--- src/rtl/mips_cpu_ctrl_pkg.sv ---
// Shared types and constants for the mips_cpu_harvard run controller.
package mips_cpu_ctrl_pkg;

   typedef enum logic [2:0] {
      ST_IDLE,
      ST_RESET_CPU,
      ST_RUN,
      ST_DONE,
      ST_TIMEOUT
   } run_state_t;

   localparam logic [31:0] DEFAULT_RESET_VECTOR = 32'hBFC0_0000;

   // A new run may only begin from a resting state; start is ignored while busy.
   function automatic logic accepts_start(input run_state_t s);
      return (s == ST_IDLE) || (s == ST_DONE) || (s == ST_TIMEOUT);
   endfunction

endpackage

--- src/rtl/mips_cpu_cycle_counter.sv ---
// Saturating up-counter with synchronous clear and a terminal-count compare.
module mips_cpu_cycle_counter #(
   parameter int W = 32
) (
   input  logic         clk,
   input  logic         reset,
   input  logic         clr,
   input  logic         en,
   input  logic [W-1:0] limit,
   output logic [W-1:0] count,
   output logic         at_limit
);

   // NOTE: sequential state is updated with non-blocking assignments so every
   // flop samples the pre-edge values regardless of block ordering.
   always_ff @(posedge clk) begin
      if (reset || clr) begin
         count <= '0;
      end else if (en && (count != '1)) begin
         count <= count + W'(1);
      end
   end

   assign at_limit = (count == limit);

endmodule

--- src/rtl/mips_cpu_run_controller.sv ---
// Sequences one mips_cpu_harvard run: CPU reset, gated free-run/single-step
// execution, halt detection with v0 capture, cycle counting and timeout.
module mips_cpu_run_controller
   import mips_cpu_ctrl_pkg::*;
#(
   parameter int          RESET_CYCLES   = 2,
   parameter int          TIMEOUT_CYCLES = 1000,
   parameter int          CNT_W          = 32,
   parameter logic [31:0] RESET_VECTOR   = DEFAULT_RESET_VECTOR
) (
   input  logic             clk,
   input  logic             reset,
   input  logic             start,
   input  logic             abort,
   input  logic             step_mode,
   input  logic             step,
   input  logic             cpu_active,
   input  logic [31:0]      cpu_instr_address,
   input  logic [31:0]      cpu_register_v0,
   output logic             cpu_reset,
   output logic             cpu_clk_enable,
   output logic             busy,
   output logic             done,
   output logic             timed_out,
   output logic             vector_error,
   output logic [31:0]      result,
   output logic [CNT_W-1:0] cycle_count
);

   localparam int RST_W = (RESET_CYCLES > 1) ? $clog2(RESET_CYCLES) : 1;
   localparam logic [RST_W-1:0] RST_LAST = RST_W'(RESET_CYCLES - 1);
   localparam logic [CNT_W-1:0] RUN_LAST = CNT_W'(TIMEOUT_CYCLES - 1);

   run_state_t       state;
   logic             start_ok;
   logic             run_en;
   logic             rst_cnt_en;
   logic             cyc_cnt_en;
   logic             rst_last;
   logic             run_last;
   logic             first_cycle;
   logic             halt;
   logic             timeout_hit;
   logic [RST_W-1:0] rst_cnt_unused;

   // NOTE: every output of a combinational block gets a default first so no
   // path leaves it unassigned and infers a latch.
   always_comb begin
      cpu_reset      = 1'b1;
      cpu_clk_enable = 1'b0;
      unique case (state)
         ST_RESET_CPU: cpu_clk_enable = 1'b1;
         ST_RUN: begin
            cpu_reset      = 1'b0;
            cpu_clk_enable = step_mode ? step : 1'b1;
         end
         ST_DONE, ST_TIMEOUT: cpu_reset = 1'b0;
         default: ;
      endcase
   end

   assign start_ok    = start && !abort && accepts_start(state);
   assign run_en      = (state == ST_RUN) && cpu_clk_enable;
   assign rst_cnt_en  = (state == ST_RESET_CPU) && !abort;
   assign cyc_cnt_en  = run_en && !abort;
   assign first_cycle = (cycle_count == '0);
   // The CPU reports inactive only once it has executed; ignore the first cycle.
   assign halt        = run_en && !cpu_active && !first_cycle;
   assign timeout_hit = run_en && run_last;

   mips_cpu_cycle_counter #(.W(RST_W)) u_rst_cnt (
      .clk      (clk),
      .reset    (reset),
      .clr      (start_ok),
      .en       (rst_cnt_en),
      .limit    (RST_LAST),
      .count    (rst_cnt_unused),
      .at_limit (rst_last)
   );

   mips_cpu_cycle_counter #(.W(CNT_W)) u_cyc_cnt (
      .clk      (clk),
      .reset    (reset),
      .clr      (start_ok),
      .en       (cyc_cnt_en),
      .limit    (RUN_LAST),
      .count    (cycle_count),
      .at_limit (run_last)
   );

   always_ff @(posedge clk) begin
      if (reset) begin
         state        <= ST_IDLE;
         busy         <= 1'b0;
         done         <= 1'b0;
         timed_out    <= 1'b0;
         vector_error <= 1'b0;
         result       <= '0;
      end else if (abort) begin
         // result and vector_error stay visible until the next start
         state     <= ST_IDLE;
         busy      <= 1'b0;
         done      <= 1'b0;
         timed_out <= 1'b0;
      end else begin
         unique case (state)
            ST_IDLE, ST_DONE, ST_TIMEOUT: begin
               if (start) begin
                  state        <= ST_RESET_CPU;
                  busy         <= 1'b1;
                  done         <= 1'b0;
                  timed_out    <= 1'b0;
                  vector_error <= 1'b0;
                  result       <= '0;
               end
            end
            ST_RESET_CPU: begin
               if (rst_last) state <= ST_RUN;
            end
            ST_RUN: begin
               if (run_en && first_cycle && (cpu_instr_address != RESET_VECTOR)) begin
                  vector_error <= 1'b1;
               end
               if (halt) begin
                  state  <= ST_DONE;
                  busy   <= 1'b0;
                  done   <= 1'b1;
                  result <= cpu_register_v0;
               end else if (timeout_hit) begin
                  state     <= ST_TIMEOUT;
                  busy      <= 1'b0;
                  timed_out <= 1'b1;
               end
            end
            default: begin
               state <= ST_IDLE;
               busy  <= 1'b0;
            end
         endcase
      end
   end

endmodule

--- config.mk ---
export PLATFORM = sky130hd
export DESIGN_NAME = mips_cpu_run_controller
export DESIGN_NICKNAME = d
export VERILOG_FILES = /design/src/rtl/mips_cpu_ctrl_pkg.sv /design/src/rtl/mips_cpu_cycle_counter.sv /design/src/rtl/mips_cpu_run_controller.sv
export SDC_FILE = /design/constraint.sdc
export NUM_CORES = 1
export LEC_CHECK = 0
export ABC_AREA = 1
export BUFFER_PORTS_ARGS = -buffer_cell sky130_fd_sc_hd__buf_4
export CAP_MARGIN = 20
export CORE_UTILIZATION = 30
export DETAILED_ROUTE_END_ITERATION = 8
export GPL_ROUTABILITY_DRIVEN = 1
export REMOVE_ABC_BUFFERS = 1
export SLEW_MARGIN = 30
export SYNTH_ARGS = -nofsm -noshare
export SYNTH_HDL_FRONTEND = slang
export SYNTH_SLANG_ARGS = --single-unit
--- constraint.sdc ---
create_clock -name clk -period 2.85 [get_ports clk]
set_clock_uncertainty 0.1 [all_clocks]
set_input_delay 0.285 -clock clk [delete_from_list [all_inputs] [get_ports clk]]
set_output_delay 0.285 -clock clk [all_outputs]
set_load 0.01 [all_outputs]
## Word-level counts from Yosys, hierarchy flattened

Index checks and enable logic that the tools add are counted.

- Register bits after elaboration: 72
- Input port bits: 71
- Output and inout port bits: 70

- Add/sub/neg operators: 2
- Eq/ne operators: 14
- Multiplexer cells: 23
- Bitwise logic cells: 3
- Reductions and logical operators: 30

Operators with widths:

| kind | count |
|---|---|
| $mux 32 | 2 |
| $ne 32x32->1 const B | 2 |
| $pmux 32 s2 | 1 |
| $add 32x1->32 const B | 1 |
| $eq 32x10->1 const B | 1 |
| $logic_not 32->1 | 1 |
| $logic_and 1x1->1 | 12 |
| $mux 3 | 4 |
| $reduce_and 4->1 | 3 |
| $mux 1 | 10 |
| $pmux 3 s3 | 1 |
| $reduce_and 3->1 | 3 |
| $ne 2x2->1 const B | 4 |
| $pmux 1 s2 | 4 |
| $eq 3x2->1 const B | 2 |
| $reduce_or 3->1 | 2 |
| $ne 2x1->1 const B | 2 |
| $eq 3x1->1 const B | 1 |
| $eq 3x3->1 const B | 1 |
| $logic_not 1->1 | 3 |
| $logic_not 3->1 | 1 |
| $logic_or 1x1->1 | 3 |
| $ne 3x3->1 const B | 1 |
| $not 1->1 | 3 |
| 4 further kinds | 4 |

## Longest topological paths before layout

Gate-level depths: netlist of run 1.

- Depth in word-level cells: 7
- Depth in mapped cells: 12
- Gate-level depth less buffers: 11

## Cells and area by module

From an unflattened synthesis of run 1, not the netlist that was laid out.

- Cell total of the unflattened synthesis: 633
- Area, all modules: 4292.9 um2

By module, submodules not included:

| module | instances | cells an instance | area an instance (um2) | seq. area each (um2) |
|---|---|---|---|---|
| mips_cpu_cycle_counter at u_cyc_cnt | 1 | 367 | 2417.3 | 640.6 |
| mips_cpu_run_controller | 1 | 255 | 1818.0 | 780.7 |
| mips_cpu_cycle_counter at u_rst_cnt | 1 | 11 | 57.6 | 20.0 |

## Worst setup path before layout of run 1

Ideal clock, no wire load.

- Path kind: reg-to-reg
- Start: register u_cyc_cnt.count[1]
- End: register u_cyc_cnt.count[27]
- Library setup time: 0.122 ns
- Arrival time: 1.562 ns
- Required time: 2.628 ns
- Slack: 1.067 ns
- Stages on the path, launching flop included: 12
- Buffers on the path: 1
- Cell sequence: dfxtp_1 ha_1 nand3_1 inv_2 nand2_1 nor2_2 nand2_1 nand2_2 inv_2 buf_2 o21ai_0 a21oi_1

- Cells in the longest elaborated chain, start to end: 2

RTL lines:

| what | RTL line | source |
|---|---|---|
| from (decl) | mips_cpu_cycle_counter.sv:10 | `output logic [W-1:0] count,` |
| from (signal assigned) | mips_cpu_cycle_counter.sv:20 | `count <= count + W'(1);` |
| branches (longest 2 deep; another with $add 32x1->32) | - |  |

Several ways; the timed one is not identified.
A chain may end at the register's enable or synchronous reset.

## Final worst setup path of run 1

- Start: register u_cyc_cnt.count[1]
- End: register u_cyc_cnt.count[24]

The elaborated chain is that of the path after synthesis.

==> out/metrics.sh, run 1 <==
RELSLEWSLACK=0.6304
NUMBER_OF_SYNTHESIZED_FLOPS_WITH_AN_ENABLE_PIN=0
DRV.MAX_CAP_VIOLATION_COUNT=0
WORSTSETUPENDPOINT='u_cyc_cnt.count[24]$_SDFFE_PP0P_'
HOLD_VIOLATIONS=0
GRT_PASS1_VIAS=3907
SYNTH.CELL_AREA_UM2=4309
DRT-TOTAL-WL_MM=12.36
PLACEDINSTANCEAREA_UM2=5445
PATH_BUF_INV=2
FF2FF_SETUP_SLACK_NS=0.47
FINAL.FILL_COUNT=1448
RR_WORST_DEPTH=10
INITIAL_UTILIZATION=0.3092
PLACE.PORT_BUFFERS=140
ANTENNA_VIOLATIONS_BEFORE_REPAIR=0
TRITONCTS_CLOCK_TREE='yes'
CTS_RESIZED=0
CRIT-REG2REG-LAUNCH='u_cyc_cnt.count[1]$_SDFFE_PP0P_'
CTS_HOLD_REPAIR.BUFFERS=0
FIRST_ITER_VIOLATIONS=193
GLOBALPLACE.CONGESTION=0.8946
DIE_WIDTH_UM=121.9
CTS_BUFFERS=9
LAYOUT.CELLS.MOST_COMMON_LIST='145 x sky130_fd_sc_hd__buf_4, 121 x sky130_fd_sc_hd__nand2_1, 86 x sky130_fd_sc_hd__nor2_1'
PRE_CTS_WORST_SETUP_SLACK_NS=0.5113
SYNTH.FF_LATCH_COUNT=72
GRT_MAX_DEGREE=35
BOUNDARYPINS=141
GRT.OVERFLOW.TOTAL=0
REG2REG_TO='u_cyc_cnt.count[24]$_SDFFE_PP0P_'
POST-DP-HPWL_MM=9.110
STDCELL_AREA_UM2=5758
POSTSYNTHAREAPERCELL_UM2=7.353
LAYOUT-DRIVE-GT1-SHARE=0.3517
FINALSETUPVIOLATIONS=0
CRITPATHMAXFANOUT=30
DRTPASS1ITERATIONS=5
SYNTH-SEQ-AREA-SHARE=0.3345
PATH_CELLS='ha_1, nand3_1, inv_2, nand2_1, nor2_2, nand2_1, nand2_2, inv_2, nand3b_1, a21oi_1'
TIMING.HOLD.WORST.CLASS='in -> reg'
CLOCK-SINKS=72
TIMING_WORST_SETUP_PATH_TYPE='reg -> reg'
POWER_LEAKAGE_nW=2.276
CLK_PIN_SLEW_NS=0.06
STAGES_ON_THE_WORST_SETUP_PATH=10
FINAL_CRITICAL_PATH_SETUP_SLACK_NS=0.4701
MAXIMUM_BUFFER_DEPTH_OF_THE_CLOCK_TREE=2
FIRST_PASS_GRT_WIRE_LENGTH_MM=19.37
CORE.ROWCOUNT=43
REPORT.POWER.TOTAL_mW=2.525
FIN_TNS_SETUP_NS=0
NNETSFINAL=793
ENDPOINT_ARRIVAL_TIME_ON_THE_CRITICAL_PATH_NS=2.49
CLOCK_LATENCY_NS=0.34
AREAGROWTHSYNTHTOFINISH_PCT=33.62
CP_TOP_FAMILY='simple AND/OR/NAND/NOR gates'
SYNTH_AREA_LEADERS='sky130_fd_sc_hd__dfxtp_1 33%, sky130_fd_sc_hd__nand2_1 11%, sky130_fd_sc_hd__nand2_4 8.4%, sky130_fd_sc_hd__nor2_1 7.5%, sky130_fd_sc_hd__nand3_1 6.5%'
ANT_NETS=0
SLEW_AT_THE_PIN_CLOSEST_TO_ITS_MAX_SLEW_LIMIT_NS=0.5544
MAX_CLOCK_FREQ_GHz=0.4202
CLK_ROOT_BUFFER_CELL='sky130_fd_sc_hd__clkbuf_16'
CRITICAL_PATH.STARTPOINT_TYPE='register'
DESIGN.DIE.AREA_UM2=14850
CP_DATA_REQUIRED_TIME_NS=2.96
FINAL_PERIOD_MINUS_WORST_SETUP_SLACK_NS=2.380
POWER_DENSITY_nW_PER_UM2=438.6
SYNTH_FLOP_CELL='sky130_fd_sc_hd__dfxtp_1'
HTREE_LEVELS=3
IR_DROP_uV=288.1
YOSYSWARNINGS=0
DRT-VIAS-PER-INSTANCE=4.640
NUM_VIAS=4199
POST_CTS_SETUP_BUFFERS=0
INSERTEDDIODECOUNT=0
DRT-WIRELENGTH-PER-CELL_UM=13.65
YOSYS.AREA.TOP_TYPE_SHARE=0.3345
DIEHEIGHT_UM=121.9
UNREPAIRED_SETUP_ENDPOINTS_AFTER_GLOBAL_ROUTING='no'
CRIT_PATH_TOP_DELAY_CELL='sky130_fd_sc_hd__dfxtp_1'
TRACK_USAGE=0.1672
YOSYS.CELL_TYPES.COUNT=39
ASYNC_FLOP_SHARE=0
MOSTFREQUENTLAYOUTCELL='sky130_fd_sc_hd__buf_4'
CELL_TAKING_THE_MOST_AREA_AFTER_SYNTHESIS='sky130_fd_sc_hd__dfxtp_1'
WORSTSETUPSTARTPOINT='u_cyc_cnt.count[1]$_SDFFE_PP0P_'
POST-ROUTE-PERIOD-UTIL=0.8350
TIMING.CRITICAL_PATH.TO_TYPE='register'
DESIGN.CORE.AREA_UM2=13930
NETLIST_INSTANCES=586
DRC_VIOLS=0
OUTCOME='completed'
SLOWEST_CELL_DELAY_ON_CRITICAL_PATH_NS=0.37
FINAL_REPORT_MAX_SLEW_VIOLATION_COUNT=0
## cell usage after synthesis (2+ instances only)
cell type / number
sky130_fd_sc_hd__buf_12: 3
sky130_fd_sc_hd__a21oi_2: 31
sky130_fd_sc_hd__nand2_1: 121
sky130_fd_sc_hd__ha_1: 2
sky130_fd_sc_hd__clkbuf_1: 4
sky130_fd_sc_hd__buf_4: 2
sky130_fd_sc_hd__inv_1: 36
sky130_fd_sc_hd__nand2_4: 32
sky130_fd_sc_hd__dfxtp_1: 72
sky130_fd_sc_hd__nand3b_1: 7
sky130_fd_sc_hd__nand2_2: 5
sky130_fd_sc_hd__nor3_1: 14
sky130_fd_sc_hd__nand3_1: 56
sky130_fd_sc_hd__buf_2: 8
sky130_fd_sc_hd__o21ai_0: 12
sky130_fd_sc_hd__nor2_2: 7
sky130_fd_sc_hd__a21oi_1: 39
sky130_fd_sc_hd__nand4_1: 9
sky130_fd_sc_hd__inv_2: 6
sky130_fd_sc_hd__buf_6: 6
sky130_fd_sc_hd__nor2_4: 3
sky130_fd_sc_hd__nor2_1: 86
sky130_fd_sc_hd__xor2_1: 9
## final cells by class
cell class                 instances  area, µm²  share of cell area
clock buffer                      10      229.0             0.03977
clock inverter                     6      83.83             0.01456
inverter                          44      170.2             0.02955
multi-input combinational        447       2500              0.4342
sequential                        72       1441              0.2503
tap                              180      225.2             0.03911
timing repair buffer             146       1109              0.1925
## worst reg2reg max path: stages (launching register included)
cell	delay (ns)
sky130_fd_sc_hd__dfxtp_1	0.37
sky130_fd_sc_hd__ha_1	0.27
sky130_fd_sc_hd__nand3_1	0.19
sky130_fd_sc_hd__inv_2	0.10
sky130_fd_sc_hd__nand2_1	0.09
sky130_fd_sc_hd__nor2_2	0.16
sky130_fd_sc_hd__nand2_1	0.10
sky130_fd_sc_hd__nand2_2	0.30
sky130_fd_sc_hd__inv_2	0.32
sky130_fd_sc_hd__nand3b_1	0.18
sky130_fd_sc_hd__a21oi_1	0.07
## registers in the layout, indices dropped and copies added, names as in the netlist
register         count
u_cyc_cnt.count     32
vector_error         1
busy                 1
state                3
timed_out            1
u_rst_cnt.count      1
result              32
done                 1
## where the power goes
| part | leakage [nW] | switching, mW | total, mW | internal (mW) |
|---|---|---|---|---|
| combinational | 1.54 | 0.164 | 0.285 | 0.121 |
| clock | 0.156 | 0.454 | 1.22 | 0.764 |
| sequential | 0.580 | 0.00861 | 1.02 | 1.01 |
| total | 2.28 | 0.627 | 2.53 | 1.90 |
## routing by layer
metal / wire [µm] / global-route usage
met5: 0 / 0
met4: 214 / 0.07022
met3: 730 / 0.03418
met2: 5708 / 0.2722
met1: 5704 / 0.2135
## how the worst min path moves through the flow
| stage | startpoint | end | slack, ns | cells past startpoint |
|---|---|---|---|---|
| 2_1_floorplan | reset | result[0]$_SDFFE_PP0P_ | 0.25 | 1 |
| 3_3_place_gp | vector_error$_SDFFE_PP0P_ | vector_error$_SDFFE_PP0P_ | 0.34 | 2 |
| 3_5_place_dp | vector_error$_SDFFE_PP0P_ | vector_error$_SDFFE_PP0P_ | 0.35 | 2 |
| 4_1_cts | cpu_register_v0[24] | result[24]$_SDFFE_PP0P_ | 0.11 | 3 |
| 5_1_grt | cpu_register_v0[3] | result[3]$_SDFFE_PP0P_ | 0.13 | 3 |
| 6_report | cpu_register_v0[24] | result[24]$_SDFFE_PP0P_ | 0.12 | 3 |
## cells by family after synthesis
kind of cell    synth area share
flops                     0.3345
fa+ha+maj               0.005806
buf+inv                  0.08536
compound gates            0.1362
xor+xnor                 0.02033
simple gates              0.4178
## per-stage QoR
step	hold WS (ns)	utilization	instances
4_1_cts	0.1099	0.4132	905
5_1_grt	0.1267	0.4132	905
3_5_place_dp	0.3508	0.3908	889
6_report	0.1237	0.4132	905
2_1_floorplan	0.2474	-	563
3_3_place_gp	0.3436	0.3908	889
Power figures use the tool's default switching activity.
==> run 2: changes to the inputs <==
clock period = 2.15 ns   (was 2.85 ns; I/O delays follow)
==> out/metrics.sh, run 2 (same netlist as run 1, synthesis figures left out) <==
ENDPOINT_ARRIVAL_TIME_ON_THE_CRITICAL_PATH_NS=2.16
DRC_VIOLS=0
CLK_ROOT_BUFFER_CELL='sky130_fd_sc_hd__clkbuf_16'
INITIAL_UTILIZATION=0.3092
HOLD_VIOLATIONS=0
POST-ROUTE-UTIL=0.4213
DRT-WIRELENGTH-PER-CELL_UM=13.45
DIE_WIDTH_UM=121.9
CORE.ROWCOUNT=43
TIMING_WORST_SETUP_PATH_TYPE='reg -> reg'
PRE_CTS_WORST_SETUP_SLACK_NS=0.1285
POWER_DENSITY_nW_PER_UM2=577.1
GLOBALPLACE.CONGESTION=0.9095
DRV.MAX_CAP_VIOLATION_COUNT=0
REPORT.POWER.TOTAL_mW=3.388
DIEHEIGHT_UM=121.9
GRT_MAX_DEGREE=35
IR_DROP_uV=280.0
STDCELL_AREA_UM2=5871
MAX_CLOCK_FREQ_GHz=0.4998
ANTENNA_VIOLATIONS_BEFORE_REPAIR=0
OUTCOME='completed'
AREAGROWTHSYNTHTOFINISH_PCT=36.24
CP_DATA_REQUIRED_TIME_NS=2.31
CRITPATHMAXFANOUT=17
INSERTEDDIODECOUNT=0
FINAL_CRITICAL_PATH_SETUP_SLACK_NS=0.1493
LAYOUT-DRIVE-GT1-SHARE=0.3619
NUM_VIAS=4304
MOSTFREQUENTLAYOUTCELL='sky130_fd_sc_hd__buf_4'
CLOCK-SINKS=72
CLK_PIN_SLEW_NS=0.06
BOUNDARYPINS=141
POST-DP-HPWL_MM=9.143
DRTPASS1ITERATIONS=4
RELSLEWSLACK=0.6405
ANT_NETS=0
MAXIMUM_BUFFER_DEPTH_OF_THE_CLOCK_TREE=2
FIRST_PASS_GRT_WIRE_LENGTH_MM=19.38
FINAL.FILL_COUNT=1482
GRT.OVERFLOW.TOTAL=0
LARGESTREGISTERS='result x32, u_cyc_cnt.count x32, state x3'
SLEW_AT_THE_PIN_CLOSEST_TO_ITS_MAX_SLEW_LIMIT_NS=0.5393
TRITONCTS_CLOCK_TREE='yes'
LAYOUT.CELLS.MOST_COMMON_LIST='153 x sky130_fd_sc_hd__buf_4, 121 x sky130_fd_sc_hd__nand2_1, 86 x sky130_fd_sc_hd__nor2_1'
NNETSFINAL=803
GRT_PASS1_VIAS=3890
FINALSETUPVIOLATIONS=0
PLACEDINSTANCEAREA_UM2=5530
FINAL_PERIOD_MINUS_WORST_SETUP_SLACK_NS=2.001
TIMING.CRITICAL_PATH.TO_TYPE='register'
FIRST_ITER_VIOLATIONS=180
DRT-VIAS-PER-INSTANCE=4.704
DESIGN.DIE.AREA_UM2=14850
FIN_TNS_SETUP_NS=0
DESIGN.CORE.AREA_UM2=13930
HTREE_LEVELS=3
TRACK_USAGE=0.1665
TIMING.HOLD.WORST.CLASS='in -> reg'
PLACE.PORT_BUFFERS=140
CRITICAL_PATH.STARTPOINT_TYPE='register'
POST-ROUTE-PERIOD-UTIL=0.9306
CTS_BUFFERS=9
FINAL_REPORT_MAX_SLEW_VIOLATION_COUNT=0
CLOCK_LATENCY_NS=0.33
DRT-TOTAL-WL_MM=12.31
POWER_LEAKAGE_nW=2.339
[run 2: worst paths after layout]
path	cells after the start	start	slack (ns)	end
hold reg to reg	2	vector_error$_SDFFE_PP0P_	0.35	vector_error$_SDFFE_PP0P_
setup reg to reg	10	u_cyc_cnt.count[20]$_SDFFE_PP0P_	0.15	result[23]$_SDFFE_PP0P_
setup / recovery	10	u_cyc_cnt.count[20]$_SDFFE_PP0P_	0.15	result[23]$_SDFFE_PP0P_
hold / removal	3	cpu_register_v0[24]	0.06	result[24]$_SDFFE_PP0P_
[run 2: what timing repair did]
action	4_1_cts	5_1_grt
hold buffers	0	0
setup endpoints to repair	0	25
setup buffers	0	2
gates resized for setup	0	3
hold endpoints to repair	0	0
[run 2: final cells by class]
| cell class | count | area [µm²] | area share |
|---|---|---|---|
| flip-flops and latches | 72 | 1443 | 0.2457 |
| inverters | 44 | 172.7 | 0.02941 |
| well taps | 180 | 225.2 | 0.03836 |
| clock inverters | 5 | 78.83 | 0.01343 |
| repair buffers | 156 | 1209 | 0.2059 |
| multi-input cells | 447 | 2500 | 0.4258 |
| clock buffers | 11 | 242.7 | 0.04135 |
[run 2: stage by stage]
step,hold WS (ns),std cells
2_1_floorplan,0.1774,563
3_3_place_gp,0.3430,897
3_5_place_dp,0.3448,897
4_1_cts,0.05116,913
5_1_grt,0.06211,915
6_report,0.06414,915
[run 2: report_power, final]
group	internal (mW)	total [mW]	switching (mW)	leakage (nW)
clock	1.05	1.64	0.590	0.160
combinational	0.175	0.397	0.222	1.60
sequential	1.34	1.35	0.00938	0.581
total	2.57	3.39	0.822	2.34
[run 2: worst max-delay path, cell delays in order, from the launching register on]
cell and delay (ns):
sky130_fd_sc_hd__dfxtp_1 0.36, sky130_fd_sc_hd__nor2_1 0.13, sky130_fd_sc_hd__nand2_1 0.06, sky130_fd_sc_hd__nor2_1 0.22, sky130_fd_sc_hd__nand2_2 0.18, sky130_fd_sc_hd__o21ai_4 0.25, sky130_fd_sc_hd__nand2_4 0.09, sky130_fd_sc_hd__nand3_4 0.11
sky130_fd_sc_hd__buf_12 0.22, sky130_fd_sc_hd__nand2_1 0.07, sky130_fd_sc_hd__a21oi_1 0.12
[run 2: layer usage]
layer	GRT usage	vias up	part of all wire
met5	0	-	0
met4	0.05015	0	0.015
met3	0.03371	12	0.059
met2	0.2708	105	0.47
met1	0.2201	1986	0.46
li1	-	2201	-
==> run 3: changes to the inputs <==
ABC_AREA = not set   (was 1)
==> out/metrics.sh, run 3 <==
OUTCOME='completed'
YOSYSWARNINGS=0
CP_DATA_REQUIRED_TIME_NS=2.30
SYNTH.FF_LATCH_COUNT=72
CRITICAL_PATH.STARTPOINT_TYPE='register'
TRITONCTS_CLOCK_TREE='yes'
DRV.MAX_CAP_VIOLATION_COUNT=0
DRC_VIOLS=0
DIEHEIGHT_UM=106.8
CELL_TAKING_THE_MOST_AREA_AFTER_SYNTHESIS='sky130_fd_sc_hd__dfxtp_1'
NUM_VIAS=3874
POWER_DENSITY_nW_PER_UM2=543.0
SYNTH-SEQ-AREA-SHARE=0.4377
POWER_LEAKAGE_nW=2.245
GRT_USE_MET1=0.2512
NUMBER_OF_SYNTHESIZED_FLOPS_WITH_AN_ENABLE_PIN=0
GRT.OVERFLOW.TOTAL=0
RELSLEWSLACK=0.3892
CLK_ROOT_BUFFER_CELL='sky130_fd_sc_hd__clkbuf_8'
MOSTFREQUENTLAYOUTCELL='sky130_fd_sc_hd__buf_4'
SYNTH_TOP_FAMILY_BY_AREA='simple AND/OR/NAND/NOR gates'
FIN_TNS_SETUP_NS=0
POST_SYNTHESIS_COMPOUND_GATE_AREA_FRACTION=0.2428
IR_DROP_uV=376.2
PLACE.PORT_BUFFERS=140
FINALSETUPVIOLATIONS=0
LAYOUT-DRIVE-GT1-SHARE=0.3976
NNETSFINAL=649
HOLD_WS_NS=0.07211
GLOBALROUTE.BUSIESTLAYER='met2'
LARGESTREGISTERS='result x32, u_cyc_cnt.count x32, state x3'
POST_SYNTH_AND_OR_NAND_NOR_AREA_FRACTION=0.2663
TIMING_WORST_SETUP_PATH_TYPE='reg -> reg'
CLK_PIN_SLEW_NS=0.08
ENDPOINT_ARRIVAL_TIME_ON_THE_CRITICAL_PATH_NS=2.28
NETLIST_TOP_CELLS_COUNT='72 x sky130_fd_sc_hd__dfxtp_1, 32 x sky130_fd_sc_hd__a32o_1, 29 x sky130_fd_sc_hd__nand2_1'
GLOBALPLACE.CONGESTION=0.8276
CORE.ROWCOUNT=37
POSTSYNTHAREAPERCELL_UM2=9.097
CLOCK_LATENCY_NS=0.36
ASYNC_FLOP_SHARE=0
YOSYS.AREA.TOP_TYPE_SHARE=0.4377
DRTPASS1ITERATIONS=4
CRITPATHMAXFANOUT=32
NETLIST_INSTANCES=362
HTREE_LEVELS=3
SYNTHMOSTINSTANTIATEDCELL='sky130_fd_sc_hd__dfxtp_1'
BOUNDARYPINS=141
ANT_NETS=0
TIMING.CRITICAL_PATH.TO_TYPE='register'
MAX_CLOCK_FREQ_GHz=0.4682
LAYOUT.CELLS.MOST_COMMON_LIST='184 x sky130_fd_sc_hd__buf_4, 68 x sky130_fd_sc_hd__dfxtp_1, 32 x sky130_fd_sc_hd__a32o_1, 32 x sky130_fd_sc_hd__dlygate4sd3_1, 28 x sky130_fd_sc_hd__nand2_1'
DRT-WIRELENGTH-PER-CELL_UM=16.18
YOSYS.CELL_TYPES.COUNT=48
FIRST_ITER_VIOLATIONS=203
POST-ROUTE-PERIOD-UTIL=0.9935
MAXIMUM_BUFFER_DEPTH_OF_THE_CLOCK_TREE=2
HOLD_VIOLATIONS=0
GRT_PASS1_VIAS=3582
CTS_BUFFERS=9
DESIGN.CORE.AREA_UM2=10460
INITIAL_UTILIZATION=0.3148
GRT_MAX_DEGREE=33
FINAL_PERIOD_MINUS_WORST_SETUP_SLACK_NS=2.136
TRACK_USAGE=0.1997
POST-DP-HPWL_MM=8.241
DRT-VIAS-PER-INSTANCE=5.403
SYNTH.CELL_AREA_UM2=3293
CLOCK-SINKS=72
DIE_WIDTH_UM=106.8
INSERTEDDIODECOUNT=0
TIMING.HOLD.WORST.CLASS='in -> reg'
SYNTH-XOR-AREA-SHARE=0.005319
AREAGROWTHSYNTHTOFINISH_PCT=67.06
FINAL_REPORT_MAX_SLEW_VIOLATION_COUNT=0
FIRST_PASS_GRT_WIRE_LENGTH_MM=17.83
ANTENNA_VIOLATIONS_BEFORE_REPAIR=0
SLEW_AT_THE_PIN_CLOSEST_TO_ITS_MAX_SLEW_LIMIT_NS=0.9106
DESIGN.DIE.AREA_UM2=11400
GRT_USE_MET2=0.3249
SYNTH_ADDER_AREA_SHARE=0.007599
GRT_UTIL_MET3=0.04316
UNREPAIRED_SETUP_ENDPOINTS_AFTER_GLOBAL_ROUTING='yes'
SYNTH_AREA_LEADERS='sky130_fd_sc_hd__dfxtp_1 44%, sky130_fd_sc_hd__a32o_1 9.7%, sky130_fd_sc_hd__a21oi_1 4.3%, sky130_fd_sc_hd__or4_1 3.6%, sky130_fd_sc_hd__nand2_1 3.3%'
MUXSHAREOFSYNTHAREA=0.006079
SYNTH_FLOP_CELL='sky130_fd_sc_hd__dfxtp_1'
DRT-TOTAL-WL_MM=11.60
run 3: cell types whose count changed after synthesis, sizes merged, moves of 12 or more:
cell   previous run  this run
a21oi            70        28
a32o              0        32
inv              43         8
nand2           158        29
nand3            58        19
nor2             97        13
nor4              1        15
o31ai             0        13
or3               0        12
or4               0        16
run 3: per-stage QoR:
stage               worst slack, ns  area [µm²]  std cells    util  total power [mW]
finish                      0.01406        5502        717  0.5258             2.988
global route               -0.04732        5502        717  0.5258             3.108
CTS                         0.02620        5408        716  0.5169             3.010
detailed placement          0.05596        4842        668  0.4628             1.627
global placement             0.1041        4842        668  0.4628             1.624
floorplan                    -1.135        3211        343       -             1.456
run 3: layer usage:
layer	up-vias	routed length (µm)
li1	1867	-
met1	1860	5080
met2	120	5634
met3	27	534
met4	0	354
met5	-	0
run 3: cells by family (layout without fill, tap and decap cells):
logic type | Yosys count | count (layout)
AND/OR/NAND/NOR | 151 | 151
adder cells (fa/ha/maj) | 2 | 2
multiplexers | 2 | 2
flip-flops | 72 | 72
AO/OA/AOI/OAI | 106 | 106
buffers and inverters | 27 | 246
XOR/XNOR | 2 | 2
run 3: area by class of cell:
cell class	instances	area [µm²]
fill	985	4961
multi-input combinational	263	1814
timing repair buffer	222	1795
sequential	72	1446
tap	136	170.2
clock buffer	11	141.4
clock inverter	5	103.9
inverter	8	30.03
run 3: critical path, cell delays in order (launching register included):
cell and delay, ns:
sky130_fd_sc_hd__dfxtp_2 0.32, sky130_fd_sc_hd__or3b_4 0.43, sky130_fd_sc_hd__nor3_2 0.24, sky130_fd_sc_hd__o31ai_4 0.12
sky130_fd_sc_hd__a211o_1 0.34, sky130_fd_sc_hd__buf_12 0.18, sky130_fd_sc_hd__a32o_1 0.28
run 3: repair_timing:
action	in CTS	in global routing
buffers inserted	0	1
hold buffers	32	0
resized for setup	0	22
setup endpoints to repair	0	59
hold endpoints to repair	32	0
run 3: final timing paths:
path	startpoint	to	slack [ns]	cells past startpoint
max	state[0]$_SDFFE_PP0P_	result[15]$_SDFFE_PP0P_	0.01	6
min reg2reg	done$_SDFFE_PP0P_	done$_SDFFE_PP0P_	0.35	2
min	start	done$_SDFFE_PP0P_	0.07	4
max reg2reg	state[0]$_SDFFE_PP0P_	result[15]$_SDFFE_PP0P_	0.01	6
run 3: power by group:
| group | switching (mW) | internal, mW |
|---|---|---|
| registers | 0.00272 | 1.34 |
| logic | 0.132 | 0.179 |
| clock network | 0.532 | 0.803 |
